File: src/rtl/axi2mem_pkg.sv
// Shared types and constants for the axi2mem TCDM arbitration slice.
package axi2mem_pkg;

    typedef enum logic {
        ARB_UNLOCKED,
        ARB_LOCKED
    } arb_state_e;

    localparam logic OWNER_RD = 1'b0;
    localparam logic OWNER_WR = 1'b1;

    localparam int unsigned AXI2MEM_ADDR_W = 32;
    localparam int unsigned AXI2MEM_ID_W   = 6;

    typedef struct packed {
        logic [AXI2MEM_ADDR_W-1:0] add;
        logic [AXI2MEM_ID_W-1:0]   id;
        logic                      last;
    } trans_lane_t;

endpackage

File: src/rtl/axi2mem_sat_counter.sv
// 32-bit event counter that sticks at all-ones; clear wins over enable.
module axi2mem_sat_counter (
    input  logic        clk_i,
    input  logic        rst_ni,
    input  logic        clr_i,
    input  logic        en_i,
    output logic [31:0] cnt_o
);

    logic [31:0] cnt_q;

    always_ff @(posedge clk_i or negedge rst_ni) begin
        if (!rst_ni) begin
            cnt_q <= '0;
        end else if (clr_i) begin
            cnt_q <= '0;
        end else if (en_i && (cnt_q != 32'hFFFF_FFFF)) begin
            cnt_q <= cnt_q + 32'd1;
        end
    end

    assign cnt_o = cnt_q;

endmodule

File: src/rtl/axi2mem_trans_arbiter.sv
// Burst-atomic round-robin share of one 2-lane TCDM port between read and write channels.
// Optional performance counters are built when AXI2MEM_ARB_PERF_EN is defined.
module axi2mem_trans_arbiter
    import axi2mem_pkg::*;
#(
    parameter int unsigned ID_WIDTH   = 6,
    parameter int unsigned ADDR_WIDTH = 32
) (
    input  logic                                 clk_i,
    input  logic                                 rst_ni,
    input  logic [1:0]                           pend_i,
    input  logic [1:0][1:0]                      req_i,
    input  logic [1:0][1:0][ADDR_WIDTH-1:0]      add_i,
    input  logic [1:0][1:0][ID_WIDTH-1:0]        id_i,
    input  logic [1:0][1:0]                      last_i,
    output logic [1:0][1:0]                      gnt_o,
    output logic [1:0]                           m_req_o,
    output logic [1:0][ADDR_WIDTH-1:0]           m_add_o,
    output logic [1:0][ID_WIDTH-1:0]             m_id_o,
    output logic [1:0]                           m_last_o,
    input  logic [1:0]                           m_gnt_i,
    input  logic                                 m_r_req_i,
    input  logic [ID_WIDTH-1:0]                  m_r_id_i,
    output logic                                 m_r_gnt_o,
    output logic [1:0]                           r_req_o,
    output logic [1:0][ID_WIDTH-1:0]             r_id_o,
    input  logic [1:0]                           r_gnt_i
`ifdef AXI2MEM_ARB_PERF_EN
    ,
    input  logic                                 perf_clr_i,
    output logic [1:0][31:0]                     perf_beats_o,
    output logic [31:0]                          perf_stall_o
`endif
);

    arb_state_e state_q, state_d;
    logic       owner_q, owner_d;
    logic       peer;
    logic       xfer;
    logic       r_sel;

    assign peer = ~owner_q;
    assign xfer = (m_req_o == 2'b11) && (m_gnt_i == 2'b11);

    // Forward the owner's lanes; ID MSB carries the owner tag.
    always_comb begin
        m_req_o  = '0;
        m_add_o  = '0;
        m_id_o   = '0;
        m_last_o = '0;
        gnt_o    = '0;
        for (int unsigned l = 0; l < 2; l++) begin
            m_req_o[l]             = req_i[owner_q][l];
            m_add_o[l]             = add_i[owner_q][l];
            m_last_o[l]            = last_i[owner_q][l];
            m_id_o[l]              = id_i[owner_q][l];
            m_id_o[l][ID_WIDTH-1]  = owner_q;
            gnt_o[OWNER_RD][l]     = m_gnt_i[l] & (owner_q == OWNER_RD);
            gnt_o[OWNER_WR][l]     = m_gnt_i[l] & (owner_q == OWNER_WR);
        end
    end

    always_comb begin
        state_d = state_q;
        owner_d = owner_q;
        case (state_q)
            ARB_UNLOCKED: begin
                if (xfer) begin
                    if (!m_last_o[0]) begin
                        state_d = ARB_LOCKED;
                    end else if (pend_i[peer]) begin
                        owner_d = peer;
                    end
                end else if (!pend_i[owner_q] && pend_i[peer]) begin
                    owner_d = peer;
                end
            end
            ARB_LOCKED: begin
                if (xfer && m_last_o[0]) begin
                    state_d = ARB_UNLOCKED;
                    if (pend_i[peer]) begin
                        owner_d = peer;
                    end
                end
            end
        endcase
    end

    always_ff @(posedge clk_i or negedge rst_ni) begin
        if (!rst_ni) begin
            state_q <= ARB_UNLOCKED;
            owner_q <= OWNER_RD;
        end else begin
            state_q <= state_d;
            owner_q <= owner_d;
        end
    end

    // Responses return to whichever channel the tag bit names.
    assign r_sel = m_r_id_i[ID_WIDTH-1];

    always_comb begin
        r_req_o        = '0;
        r_req_o[r_sel] = m_r_req_i;
        for (int unsigned i = 0; i < 2; i++) begin
            r_id_o[i]             = m_r_id_i;
            r_id_o[i][ID_WIDTH-1] = 1'b0;
        end
        m_r_gnt_o = r_gnt_i[r_sel];
    end

`ifdef AXI2MEM_ARB_PERF_EN
    logic stall;
    assign stall = pend_i[peer];

    axi2mem_sat_counter u_beats_rd (
        .clk_i  (clk_i),
        .rst_ni (rst_ni),
        .clr_i  (perf_clr_i),
        .en_i   (xfer && (owner_q == OWNER_RD)),
        .cnt_o  (perf_beats_o[0])
    );

    axi2mem_sat_counter u_beats_wr (
        .clk_i  (clk_i),
        .rst_ni (rst_ni),
        .clr_i  (perf_clr_i),
        .en_i   (xfer && (owner_q == OWNER_WR)),
        .cnt_o  (perf_beats_o[1])
    );

    axi2mem_sat_counter u_stall (
        .clk_i  (clk_i),
        .rst_ni (rst_ni),
        .clr_i  (perf_clr_i),
        .en_i   (stall),
        .cnt_o  (perf_stall_o)
    );
`endif

endmodule

File: config.mk
export PLATFORM = sky130hd
export DESIGN_NAME = axi2mem_trans_arbiter
export DESIGN_NICKNAME = d
export VERILOG_FILES = /design/src/rtl/axi2mem_pkg.sv /design/src/rtl/axi2mem_sat_counter.sv /design/src/rtl/axi2mem_trans_arbiter.sv
export SDC_FILE = /design/constraint.sdc
export NUM_CORES = 1
export LEC_CHECK = 0
export CORE_AREA = 2 2 106 108
export CTS_BUF_LIST = sky130_fd_sc_hd__clkbuf_8
export DETAILED_ROUTE_END_ITERATION = 7
export DIE_AREA = 0 0 108 110
export PLACE_DENSITY_LB_ADDON = 0.1
export SETUP_SLACK_MARGIN = 0.2
export SYNTH_ARGS = -nofsm -noshare
export SYNTH_HDL_FRONTEND = slang
export SYNTH_SLANG_ARGS = --single-unit
File: constraint.sdc
create_clock -name clk_i -period 4 [get_ports clk_i]
set_input_delay 0.8 -clock clk_i [delete_from_list [all_inputs] [get_ports clk_i]]
set_output_delay 0.8 -clock clk_i [all_outputs]
set_load 0.01 [all_outputs]
# --- After elaboration in Yosys (flattened, before gate mapping) ---
# Cells that the tools add are included.
classes:
  addsub: 0
  mul: 0
  div_mod_pow: 0
  order_cmp: 4
  eq_ne: 5
  n_shift: 0
  muxes: 26
  bitwise_logic: 7
  reduce_logical: 6
op_table:
  columns: ["operator", "n"]
  rows:
  - ["$mux 64", 2]
  - ["$mux 11", 2]
  - ["$mux 1", 15]
  - ["$mux 2", 4]
  - ["$lt 1x2->1 const B", 3]
  - ["$ne 3x3->1 const B", 2]
  - ["$and 1x1->1", 4]
  - ["$eq 2x2->1 const B", 2]
  - ["$logic_and 1x1->1", 4]
  - ["$pmux 1 s2", 2]
  - ["$reduce_and 3->1", 1]
  - ["$and 2x2->2", 1]
  - ["$ne 2x1->1 const B", 1]
  - ["$not 1->1", 2]
  - ["$demux 1 s1", 1]
  - ["$ge 1x1->1 const B", 1]
  - ["$logic_not 1->1", 1]
word_totals:
  reg_bits: 2
  latchBits: 0
  mem_bits_rw: 0
  mem_bits_ro: 0
  output_inout_bits: 99
  wordCells: 50
  memories: 0

# --- Depth between registers and ports, before layout ---
# Gate-level depths: netlist of the first run.
logic_depth:
  depth_word: 7
  ltp_mapped: 5
  depth_no_buf: 4

# --- Worst setup path after synthesis of the first run ---
# No wires, ideal clock.
synth_path:
  path_kind: "register to output"
  startpoint: "register owner_q"
  endpoint: "output m_add_o[51] (netlist bit)"
  arrival_time_ns: 1.532
  setup_slack_ns: 1.668
  path_stages_with_launch: 5
  n_path_buf: 3
  path_cell_list: "dfrtp_1 > buf_6 > clkbuf_1 > clkbuf_1 > mux2_2"
synth_lines:
  columns: ["item", "line_no", "rtl"]
  rows:
  - ["start, declared", "axi2mem_trans_arbiter.sv:37", "logic owner_q, owner_d;"]
  - ["start signal, assigned", "axi2mem_trans_arbiter.sv:95", "owner_q <= owner_d;"]
  - ["end, declared", "axi2mem_trans_arbiter.sv:18", "output logic [1:0][ADDR_WIDTH-1:0] m_add_o,"]

==> results.toml, run 1 <==
[run_status]
status = "finished clean"

[route]
dr.pass1.iters = 2
wl_met1_um = 2370
top_layer = "met4"
routedWlPerCell_um = 14.7
wl_um = 7330
wl_met2_um = 3990
vias = 1886
drc = 0
viasPerCell = 3.77
first_iter_violations = 64
dr_wl_met3_um = 838
antenna_left = 0

[setup_path]
max_stage_delay_ns = 1.03
r2r-start = "owner_q$_DFFE_PN0P_"
crit_family = "flip-flops"
cp_cell_sequence = "buf_4 > mux2_1 > clkdlybuf4s50_1"
worstPathArrival_ns = 2.44
worst-setup-path-type = "reg2out"
crit_slowest_cell = "dfrtp_4"
ff2ff_path_depth = 4
reg2reg_setup_slack_ns = 1.58
cp.buffers_inverters = 2
reg2reg_to = "owner_q$_DFFE_PN0P_"
critPathLaunchType = "register"
cp.required_ns = 3.20
critical_path.max_fanout = 73
critPathCaptureType = "output pin"

[synth]
synth-seq-cells = 2
synth_cells = 125
ys_seq_area_frac = 0.0409
syn_area_um2 = 1220
ys_types = 20
yosysWarnings = 0
synth.avg_cell_area_um2 = 9.78

[min_path]
min_to = "state_q$_DFF_PN0_"
hp-start = "state_q$_DFF_PN0_"
hold_class = "reg2reg"
holdPathStages = 1

[grt]
grt_pass1_vias = 1993
grt_max_degree = 74
antenna_found_initial = 0
grt_pass1_wl_um = 10300
grt_usage = 0.111
grt.overflow.total = 0

[clocking]
hold_buffers = 0
htree_levels = 1
cts_resized = 0
root_buffer = "clkbuf_8"
clkTransAtPathRegs_ns = 0.03
cts_tree = "built"
clock-sinks = 2
worstSkewPairLatency_ns = 0.22
cts_buffers = 3
clock_path_buffers = 2
cts_setup_buffers = 0

[timing]
fin_tns_setup_ns = 0
rsz0062_at_grt = "no"
setup_violations = 0
fmax_mhz = 309
hold_viol_final = 0
slew_headroom = 0.374
report.final.slew_viol_count = 0
finalCriticalPeriod_ns = 3.24
fin_skew_ns = 0.00711
tightest_slew_ns = 0.939
post-route-period-util = 0.809

[pwr]
vdd_drop_max_v = 0.000180
power.density_nw_per_um2 = 371
p_seq_frac = 0.111
switching_share = 0.355
p_int_uw = 919
p_sw_uw = 506
clkPwrFrac = 0.058
power.leakage_uw = 0.00144
p_comb_frac = 0.830

[placed_design]
place_congestion = 0.743
dpl.hpwl_um = 6320
place_inst = 496
port_buffers = 252

[cells_and_area]
finalNonFillerCells = 500
antenna_cells = 0
drive_gt1_frac = 0.172
area_delta_synth_final_pct = 214
nNetsFinal = 536

[floorplanning]
die_h_um = 110
ios = 274
initial_core_util = 0.114
fp.coreArea_um2 = 10700
die_w_um = 108
dieArea_um2 = 11900
rows = 38

[job]
cap_violations = 0
registers in the layout, indices dropped and copies added, names as in the netlist:
register / flops
owner_q: 1
state_q: 1
layout by cell type, fill, tap and decap left out:
cell / synthesis / routed
and2_1: 3 / 3
dfrtp_1: 2 / 1
a21oi_1: 1 / 1
mux2_2: 53 / 53
dfrtp_4: 0 / 1
nor2b_1: 4 / 4
nand3b_1: 1 / 1
nand2_1: 3 / 3
mux2_4: 2 / 2
conb_1: 1 / 2
and4_4: 1 / 1
nor2_1: 1 / 1
or4_1: 1 / 1
mux2_1: 24 / 24
mux2i_1: 2 / 2
clkdlybuf4s50_1: 0 / 252
clkbuf_8: 0 / 3
inv_1: 1 / 2
buf_4: 14 / 2
and3_1: 1 / 1
synthesized netlist by cell type:
master	count	area (um^2)
mux2_2	53	597
mux2_1	24	270
buf_4	14	105
clkbuf_1	8	30.0
nor2b_1	4	25.0
and2_1	3	18.8
nand2_1	3	11.3
dfrtp_1	2	50.1
mux2_4	2	30.0
mux2i_1	2	20.0
a21oi_1	1	5.00
and3_1	1	6.26
and4_4	1	11.3
buf_2	1	5.00
buf_6	1	11.3
conb_1	1	3.75
inv_1	1	3.75
nand3b_1	1	7.51
nor2_1	1	3.75
or4_1	1	7.51
worst max path at each step:
stage                        start          end  slack, ns  cells past startpoint
3_3_place_gp   owner_q$_DFFE_PN0P_    m_id_o[4]       0.97                      3
6_report       owner_q$_DFFE_PN0P_    m_id_o[4]       0.76                      3
4_1_cts        owner_q$_DFFE_PN0P_  m_add_o[29]       0.74                      3
5_1_grt        owner_q$_DFFE_PN0P_    m_id_o[4]       0.63                      3
2_1_floorplan  owner_q$_DFFE_PN0P_  m_add_o[51]       1.67                      4
3_5_place_dp   owner_q$_DFFE_PN0P_  m_add_o[29]       0.98                      3
power groups by stage:
stage               clock network, uW  registers [uW]  logic (uW)
floorplan                           0            36.6         637
global placement                    0             163        1190
detailed placement                  0             163        1190
CTS                              85.0             163        1200
global route                     84.8             176        1250
finish                           83.3             159        1180
per-layer routing:
metal / track usage / vias to the layer above
li1: - / 906
met1: 0.111 / 834
met2: 0.223 / 131
met3: 0.0282 / 15
met4: 0.0330 / 0
met5: 0 / -
metrics by stage:
stage                     hold WS, ns  instance area (um^2)  worst slack, ns  utilization  total power [uW]
after floorplan                 0.482                  1230             1.67            -               673
after global placement          0.515                  3790            0.971        0.354              1360
after detailed placement        0.516                  3790            0.977        0.354              1350
after CTS                       0.522                  3840            0.739        0.359              1450
after global routing            0.547                  3840            0.628        0.359              1510
final                           0.517                  3840            0.764        0.359              1420
area by class of cell:
cell class,count,area (um^2)
clock buffer,3,41.3
clock inverter,1,3.75
fill,1088,6860
inverter,1,3.75
multi-input combinational,99,1020
sequential,2,53.8
tap,140,175
timing repair buffer,254,2540
cells by family (layout without fill, tap and decap cells):
group | Yosys count | in the layout | share of synthesized area
AOI/OAI and AO/OA | 1 | 1 | 0.00409
other | 1 | 2 | 0.00307
and+or+nand+nor | 15 | 15 | 0.0747
muxes | 81 | 81 | 0.750
buffers and inverters | 25 | 259 | 0.127
DFF | 2 | 2 | 0.0409
No activity file was read; power rests on OpenSTA's default activity.
==> inputs of run 2 (changes only) <==
--- a/config.mk
+++ b/config.mk
@@ -5,10 +5,10 @@
 export SDC_FILE = /design/constraint.sdc
 export NUM_CORES = 1
 export LEC_CHECK = 0
-export CORE_AREA = 2 2 106 108
+export CORE_AREA = 2 2 105 107
 export CTS_BUF_LIST = sky130_fd_sc_hd__clkbuf_8
 export DETAILED_ROUTE_END_ITERATION = 7
-export DIE_AREA = 0 0 108 110
+export DIE_AREA = 0 0 107 109
 export PLACE_DENSITY_LB_ADDON = 0.1
 export SETUP_SLACK_MARGIN = 0.2
 export SYNTH_ARGS = -nofsm -noshare
==> constraint.sdc (replaced) <==
create_clock -name clk_i -period 3 [get_ports clk_i]
set_input_delay 0.6 -clock clk_i [delete_from_list [all_inputs] [get_ports clk_i]]
set_output_delay 0.6 -clock clk_i [all_outputs]
set_load 0.01 [all_outputs]
==> run 2 against run 1 <==
Count of clock-buffer cells in the layout unchanged. Combinational power grew 45%. Register-to-register slack lost 0.90 ns. Critical path depth is the same. First-iteration DRC count down 44%. Flip-flop and latch count did not move. Via count increased by 1.6%. Final area up 0.72%. Die area fell by 1.8%. Clock skew shrank 0.0036 ns. Largest cell class unchanged.
==> results.toml, run 2 (same netlist as run 1, synthesis figures left out) <==
[setup_path]
worstPathArrival_ns = 2.03
worst-setup-path-type = "reg2out"
critPathLaunchType = "register"
cp.required_ns = 2.40
critical_path.max_fanout = 29
critPathCaptureType = "output pin"

[timing]
layout_setup_ws_ns = 0.366
fin_tns_setup_ns = 0
post-route-period-util = 0.878
report.final.slew_viol_count = 0
finalCriticalPeriod_ns = 2.63
setup_violations = 0
fmax_mhz = 380
hold_viol_final = 0
fin_skew_ns = 0.00346
rsz0062_at_grt = "no"

[grt]
grt_pass1_vias = 1914
grt_max_degree = 31
met2_usage = 0.241
busiest_layer = "met2"
use_met3 = 0.0496
grt_usage = 0.115
grt.overflow.total = 0
grt_use_met1 = 0.101
antenna_found_initial = 0
grt_pass1_wl_um = 10400

[cells_and_area]
largest_registers = "owner_q (1), state_q (1)"
nNetsFinal = 538
antenna_cells = 0
final_common_cell = "clkdlybuf4s50_1"
fillers = 1044
final_core_util = 0.364
final_cell_mix = "252 x clkdlybuf4s50_1, 53 x mux2_2, 24 x mux2_1"
drive_gt1_frac = 0.177
area_delta_synth_final_pct = 216

[floorplanning]
dieArea_um2 = 11700
die_h_um = 109
die_w_um = 107
rows = 38
initial_core_util = 0.115
fp.coreArea_um2 = 10600
ios = 274

[route]
drc = 0
antenna_left = 0
first_iter_violations = 36
vias = 1917
viasPerCell = 3.82
routedWlPerCell_um = 14.8
dr.pass1.iters = 4
wl_um = 7420

[placed_design]
place_congestion = 0.728
dpl.hpwl_um = 6610
pre_cts_slack_ns = 0.506
port_buffers = 252

[clocking]
clock-sinks = 2
cts_tree = "built"
clock_path_buffers = 2
hold_buffers = 0
clkTransAtPathRegs_ns = 0.03
htree_levels = 1
worstSkewPairLatency_ns = 0.21
cts_buffers = 3
cts_setup_buffers = 0
root_buffer = "clkbuf_8"
cts_resized = 0

[pwr]
power.density_nw_per_um2 = 502
power.leakage_uw = 0.00145
vdd_drop_max_v = 0.000209

[job]
cap_violations = 0

[min_path]
hold_class = "reg2reg"

[run_status]
status = "finished clean"
[run 2: worst max-delay path, cell delays in order (launching register included)]
cell and delay [ns]:
dfrtp_4 0.66, buf_4 0.29, mux2_2 0.35, clkdlybuf4s50_1 0.50
[run 2: worst paths after layout]
kind,from,to,slack [ns],depth (start not counted)
setup / recovery,owner_q$_DFFE_PN0P_,m_add_o[31],0.37,3
hold / removal,state_q$_DFF_PN0_,state_q$_DFF_PN0_,0.51,1
setup reg to reg,owner_q$_DFFE_PN0P_,owner_q$_DFFE_PN0P_,0.68,5
hold reg to reg,state_q$_DFF_PN0_,state_q$_DFF_PN0_,0.51,1
max in group asynchronous,rst_ni,owner_q$_DFFE_PN0P_,2.30,1
min in group asynchronous,rst_ni,owner_q$_DFFE_PN0P_,0.56,1
[run 2: metrics by stage]
step / instance area, um^2 / hold slack (ns) / total power [uW] / instances
floorplan: 1230 / 0.304 / 898 / 126
global placement: 3820 / 0.508 / 1860 / 498
detailed placement: 3820 / 0.512 / 1860 / 498
CTS: 3860 / 0.518 / 1980 / 502
global route: 3860 / 0.533 / 2060 / 502
finish: 3860 / 0.514 / 1940 / 502
[run 2: routing by layer]
layer  up-vias  part of all wire
met5         -                 0
met4         0            0.0085
met3         9              0.14
met2       140              0.55
met1       857              0.30
li1        911                 -
[run 2: power by group]
group / internal (uW) / switching (uW) / total (uW) / leakage [uW]
sequential: 43.9 / 73.5 / 117 / 0.0000219
combinational: 1120 / 590 / 1710 / 0.00140
clock: 86.8 / 23.6 / 110 / 0.0000269
total: 1250 / 687 / 1940 / 0.00145
[run 2: final cells by class]
class / count / area (um^2) / share of cell area
timing repair buffer: 256 / 2560 / 0.664
multi-input combinational: 99 / 1020 / 0.264
tap: 140 / 175 / 0.0453
sequential: 2 / 53.8 / 0.0139
clock buffer: 3 / 41.3 / 0.0107
clock inverter: 1 / 3.75 / 0.000972
inverter: 1 / 3.75 / 0.000972
